File: src/rtl/psw_pkg.sv
// Shared definitions for the push-switch front-end and the downstream view/mode control.
package psw_pkg;

    localparam int NUM_SW = 20;

    typedef logic [NUM_SW-1:0] psw_vec_t;

    // Switch bit positions consumed by the view/mode control
    localparam int SW_STEP_TGL = 4;
    localparam int SW_STEP_RST = 9;
    localparam int SW_MEM_TGL  = 14;
    localparam int SW_IO_TGL   = 19;

    // Width of a counter that must hold the values 0..n-1
    function automatic int cnt_w(input int n);
        return (n <= 2) ? 1 : $clog2(n);
    endfunction

endpackage

File: src/rtl/psw_deb_cell.sv
// One debounce channel: sample history, stable level and press pulse.
// With PSW_REPEAT_EN defined, a held level also produces auto-repeat pulses.
module psw_deb_cell
    import psw_pkg::*;
#(
    parameter int DEB_LEN      = 4
`ifdef PSW_REPEAT_EN
    ,
    parameter int REPEAT_DELAY = 500,
    parameter int REPEAT_RATE  = 100
`endif
) (
    input  logic clk,
    input  logic rst_n,
    input  logic tick,
    input  logic din,
    output logic level,
    output logic pulse
);

    logic [DEB_LEN-1:0] hist_q, hist_d;
    logic               level_q, level_d;
    logic               pulse_q, pulse_d;
    logic               rpt_hit;

    // The level decision looks at the history before this tick's shift
    always_comb begin
        hist_d  = hist_q;
        level_d = level_q;
        if (tick) begin
            hist_d = {hist_q[DEB_LEN-2:0], din};
            if (hist_q == '1) begin
                level_d = 1'b1;
            end else if (hist_q == '0) begin
                level_d = 1'b0;
            end
        end
        pulse_d = (tick & level_d & ~level_q) | rpt_hit;
    end

    always_ff @(posedge clk or negedge rst_n) begin
        if (!rst_n) begin
            hist_q  <= '0;
            level_q <= 1'b0;
            pulse_q <= 1'b0;
        end else begin
            hist_q  <= hist_d;
            level_q <= level_d;
            pulse_q <= pulse_d;
        end
    end

`ifdef PSW_REPEAT_EN
    localparam int RW = cnt_w(REPEAT_DELAY + REPEAT_RATE + 1);
    localparam logic [RW-1:0] RPT_FIRST = RW'(REPEAT_DELAY);
    localparam logic [RW-1:0] RPT_NEXT  = RW'(REPEAT_DELAY + REPEAT_RATE);

    logic [RW-1:0] rpt_q, rpt_d, rpt_inc;

    // After the first repeat the counter folds back so it cycles every REPEAT_RATE ticks
    always_comb begin
        rpt_d   = rpt_q;
        rpt_inc = rpt_q + 1'b1;
        rpt_hit = 1'b0;
        if (!level_d) begin
            rpt_d = '0;
        end else if (tick && level_q) begin
            rpt_d = rpt_inc;
            if (rpt_inc == RPT_FIRST) begin
                rpt_hit = 1'b1;
            end else if (rpt_inc == RPT_NEXT) begin
                rpt_hit = 1'b1;
                rpt_d   = RPT_FIRST;
            end
        end
    end

    always_ff @(posedge clk or negedge rst_n) begin
        if (!rst_n) begin
            rpt_q <= '0;
        end else begin
            rpt_q <= rpt_d;
        end
    end
`else
    assign rpt_hit = 1'b0;
`endif

    assign level = level_q;
    assign pulse = pulse_q;

endmodule

File: src/rtl/psw_sync_debounce.sv
// Push-switch front-end: polarity fix, 2-flop sync, sample prescaler and per-switch debounce.
// Define PSW_REPEAT_EN to enable auto-repeat pulses on held switches.
module psw_sync_debounce
    import psw_pkg::*;
#(
    parameter int NUM_SW       = 20,
    parameter int SAMPLE_DIV   = 50000,
    parameter int DEB_LEN      = 4,
    parameter int ACTIVE_LOW   = 1,
    parameter int REPEAT_DELAY = 500,
    parameter int REPEAT_RATE  = 100
) (
    input  logic              clk,
    input  logic              rst,
    input  logic [NUM_SW-1:0] psw_in,
    output logic [NUM_SW-1:0] psw_out,
    output logic [NUM_SW-1:0] psw_level,
    output logic              sample_tick
);

    if (SAMPLE_DIV < 2) begin : g_bad_div
        $error("SAMPLE_DIV must be at least 2");
    end
    if (DEB_LEN < 2) begin : g_bad_len
        $error("DEB_LEN must be at least 2");
    end
    if (REPEAT_DELAY < 1 || REPEAT_RATE < 1) begin : g_bad_rpt
        $error("REPEAT_DELAY and REPEAT_RATE must be at least 1");
    end

    localparam int CW = cnt_w(SAMPLE_DIV);
    localparam logic [CW-1:0] CNT_LAST = CW'(SAMPLE_DIV - 1);

    logic [NUM_SW-1:0] sync1_q, sync1_d;
    logic [NUM_SW-1:0] sync2_q, sync2_d;
    logic [CW-1:0]     cnt_q, cnt_d;
    logic              tick_q, tick_d;

    // tick_d looks at the next count so the registered tick lines up with count == SAMPLE_DIV-1
    always_comb begin
        sync1_d = (ACTIVE_LOW != 0) ? ~psw_in : psw_in;
        sync2_d = sync1_q;
        cnt_d   = (cnt_q == CNT_LAST) ? '0 : cnt_q + 1'b1;
        tick_d  = (cnt_d == CNT_LAST);
    end

    always_ff @(posedge clk or negedge rst) begin
        if (!rst) begin
            sync1_q <= '0;
            sync2_q <= '0;
            cnt_q   <= '0;
            tick_q  <= 1'b0;
        end else begin
            sync1_q <= sync1_d;
            sync2_q <= sync2_d;
            cnt_q   <= cnt_d;
            tick_q  <= tick_d;
        end
    end

    for (genvar i = 0; i < NUM_SW; i++) begin : g_cell
        psw_deb_cell #(
            .DEB_LEN      (DEB_LEN)
`ifdef PSW_REPEAT_EN
            ,
            .REPEAT_DELAY (REPEAT_DELAY),
            .REPEAT_RATE  (REPEAT_RATE)
`endif
        ) u_cell (
            .clk   (clk),
            .rst_n (rst),
            .tick  (tick_q),
            .din   (sync2_q[i]),
            .level (psw_level[i]),
            .pulse (psw_out[i])
        );
    end

    assign sample_tick = tick_q;

endmodule

File: config.mk
export PLATFORM = sky130hd
export DESIGN_NAME = psw_sync_debounce
export DESIGN_NICKNAME = d
export VERILOG_FILES = /design/src/rtl/psw_pkg.sv /design/src/rtl/psw_deb_cell.sv /design/src/rtl/psw_sync_debounce.sv
export SDC_FILE = /design/constraint.sdc
export NUM_CORES = 1
export LEC_CHECK = 0
export CAP_MARGIN = 25
export CORE_UTILIZATION = 54
export CTS_BUF_LIST = sky130_fd_sc_hd__clkbuf_4 sky130_fd_sc_hd__clkbuf_8
export CTS_CLUSTER_SIZE = 10
export DETAILED_ROUTE_END_ITERATION = 16
export GPL_ROUTABILITY_DRIVEN = 0
export PLACE_DENSITY_LB_ADDON = 0.1
export SLEW_MARGIN = 40
export SYNTH_ARGS = -nofsm -noshare
export SYNTH_HDL_FRONTEND = slang
export SYNTH_SLANG_ARGS = --single-unit
File: constraint.sdc
create_clock -name clk -period 3.15 [get_ports clk]
set_input_delay 0.315 -clock clk [delete_from_list [all_inputs] [get_ports clk]]
set_output_delay 0.315 -clock clk [all_outputs]
set_load 0.05 [all_outputs]
==> results.py <==
metrics = {
    "sta": {
        "setup_viol": 0,
        "rsz0062_at_grt": "false",
        "fin_tns_setup_ns": 0,
        "hold_ws_ns": 0.333,
        "hold_viol": 0,
        "finalCritPeriodShare_pct": 63.8,
        "max-slew-margin-rel_pct": 56.9,
        "layout_min_cycle_time_ns": 2.01,
        "finClkSkew_ns": 0.0111,
        "slew_viol_final": 0,
        "tightestPinTransition_ns": 0.647,
        "fmax_mhz": 497,
    },
    "clock_tree": {
        "clk_pin_slew_worst_paths_ns": 0.08,
        "cts_tree": "done",
        "cts_sinks": 177,
        "cts_buffer_depth": 2,
        "cts_buffers": 17,
        "cts_max_level": 4,
        "clk_latency_ns": 0.45,
        "cts.repair.resized": 0,
        "cts-root-buf": "clkbuf_8",
    },
    "pwr": {
        "p_leak_uw": 0.00362,
        "peakVddDrop_mv": 0.309,
        "pwr_density_cell_mw_per_mm2": 491,
        "power_uw": 3900,
    },
    "worst_setup_path": {
        "cp-end-kind": "primary output",
        "start_kind": "flop",
        "worstPathCellList": "clkdlybuf4s50_1",
        "required_ns": 2.83,
        "slowest_stage": "clkdlybuf4s50_1",
        "cp_data_arrival_time_ns": 1.70,
        "critPathKind": "flop to primary output",
        "path_buf_inv": 1,
        "critPathMaxFanout": 4,
        "critPathMaxStageDelay_ns": 0.85,
        "cpLargestDelayFamily": "buffers and inverters",
    },
    "layout": {
        "syn_to_final_growth_pct": 13.0,
        "final_cells": 732,
        "drive_gt1_share_pct": 22.9,
        "antenna_cells": 0,
        "final_area_sq_mm": 0.00794,
        "nets": 570,
    },
    "die": {
        "die_area_sq_mm": 0.0135,
        "rows": 41,
        "die_h_microns": 116,
        "die_w_microns": 116,
        "initial_core_util_pct": 55.4,
        "core-area_sq_mm": 0.0127,
        "io_pins": 63,
    },
    "route": {
        "drtAntennaViolNets": 0,
        "drt-pass1-iter-count": 4,
        "wire_per_inst_microns": 13.3,
        "drt-total-wl_microns": 9740,
        "vias": 3786,
        "drtIter0Drc": 136,
        "drc_errors": 0,
        "vias_per_cell": 5.17,
    },
    "job": {
        "cap_violations": 0,
    },
    "yosys": {
        "syn_area_sq_mm": 0.00703,
        "ys_types": 36,
        "yosys.area_share.simple_pct": 11.2,
        "synth_compound_area_share_pct": 3.54,
        "synth_warnings": 0,
        "synth_top_area_share_pct": 63.0,
        "synth.avg_cell_area_sq_um": 13.6,
        "synth.top_cells.by_area": "dfrtp_1 (63%), mux2_2 (13%), buf_4 (4.5%)",
        "yosys.area.top_type": "dfrtp_1",
        "synthCells": 518,
        "synth_top_family_by_area": "multiplexers",
        "seq_area_frac_synth_pct": 63.0,
        "yosys_register_bits": 177,
        "synth_edf_count": 0,
        "post_synth_xor_area_fraction_pct": 1.62,
        "synthAdderAreaFrac_pct": 0.178,
        "synth_nets": 541,
        "synth-main-ff-cell": "dfrtp_1",
        "synthMuxAreaShare_pct": 12.8,
        "async_reset_ff_share_pct": 100,
    },
    "grt": {
        "antenna_found_initial": 0,
        "grt_pass1_wl_microns": 17000,
        "grt-ovfl-total": 0,
        "grt_max_degree": 121,
        "grt_use_total_pct": 16.6,
        "grt_pass1_vias": 3771,
    },
    "placed_design": {
        "hpwl_microns": 6140,
        "dpl.cell_count": 699,
        "io_buffers": 62,
        "dpl_cell_area_sq_mm": 0.00753,
    },
    "min_path": {
        "min_path_type": "primary input to flop",
    },
    "status": {
        "status": "finished, final reports clean",
    },
}
## metal layers
layer	routed length [microns]	track usage, %	vias to the layer above	part of all wire (%)
li1	-	-	1822	-
met1	4460	20.3	1898	46
met2	4780	27.1	53	49
met3	337	5.18	13	3.5
met4	163	7.69	0	1.7
met5	0	0	-	0
## cells in the final DEF, fill, tap and decap left out, types with 2 or more instances in the layout
cell and count:
bufinv_16 2, nor2_1 10, xor2_1 7, clkinvlp_4 2, and3_1 2, nand3_1 3, clkbuf_8 21, or4b_1 20
nand2_1 5, clkinv_2 7, inv_1 40, nor3b_1 21, buf_12 2, nor3_1 5, dfrtp_1 176, nor4_1 2
xnor2_1 6, a21o_1 2, mux2_2 80, a21oi_1 41, nand4_1 23, clkdlybuf4s50_1 61, nand3_2 2
## final timing paths
check / slack, ns / to / start / depth (start not counted)
max: 1.14 / psw_level[17] / g_cell[17].u_cell.level$_DFF_PN0_ / 1
min: 0.33 / sync1_q[7]$_DFF_PN0_ / psw_in[7] / 2
max reg2reg: 1.29 / cnt_q[9]$_DFF_PN0_ / cnt_q[0]$_DFF_PN0_ / 6
min reg2reg: 0.35 / sync2_q[1]$_DFF_PN0_ / sync1_q[1]$_DFF_PN0_ / 0
max in group asynchronous: 1.71 / g_cell[3].u_cell.pulse$_DFF_PN0_ / rst / 3
min in group asynchronous: 0.43 / g_cell[12].u_cell.pulse$_DFF_PN0_ / rst / 2
## cell usage after synthesis, drive strengths merged, types with 2 or more instances
| cell type | number |
|---|---|
| a21o | 2 |
| a21oi | 41 |
| and3 | 3 |
| buf | 53 |
| clkbuf | 3 |
| dfrtp | 177 |
| inv | 40 |
| mux2 | 80 |
| nand2 | 5 |
| nand3 | 5 |
| nand4 | 25 |
| nor2 | 11 |
| nor3 | 6 |
| nor3b | 21 |
| nor4 | 3 |
| or4b | 20 |
| xnor2 | 6 |
| xor2 | 7 |
## layout make-up
class,count,area [sq um]
clock buffer,21,289
clock inverter,11,110
fill,987,4730
inverter,40,150
multi-input combinational,245,2060
sequential,177,4430
tap,172,215
timing repair buffer,66,679
## cells by family (layout without fill, tap and decap cells)
family                     count (synthesis)  count (layout)
adders and majority gates                  1               1
muxes                                     80              80
xor gates and xnor gates                  13              13
and+or+nand+nor                          105             105
DFF                                      177             177
buffers and inverters                     96             138
AOI/OAI and AO/OA                         46              46
## power by group
part	internal, uW	leakage (uW)	switching (uW)
Combinational	28.6	0.00104	48.2
Sequential	2300	0.00236	6.02
Clock	778	0.000207	739
## state kept, by name (all words and copies together) (netlist names)
| name | cells |
|---|---|
| g_cell.u_cell.level | 20 |
| sync2_q | 20 |
| cnt_q | 16 |
| sync1_q | 20 |
| g_cell.u_cell.pulse | 20 |
| g_cell.u_cell.hist_q | 80 |
| sample_tick | 1 |
## what timing repair did
action,CTS,global route
endpoints found under the hold margin,70,0
buffers inserted,0,0
setup endpoints to repair,0,0
hold buffers,1,0
## metrics by stage
step                setup WS, ns  util [%]
finish                      1.14      62.7
global route                1.06      62.7
CTS                         1.09      62.7
detailed placement          1.32      59.4
global placement            1.40      59.4
floorplan                   1.54         -
Power figures use the tool's default switching activity.
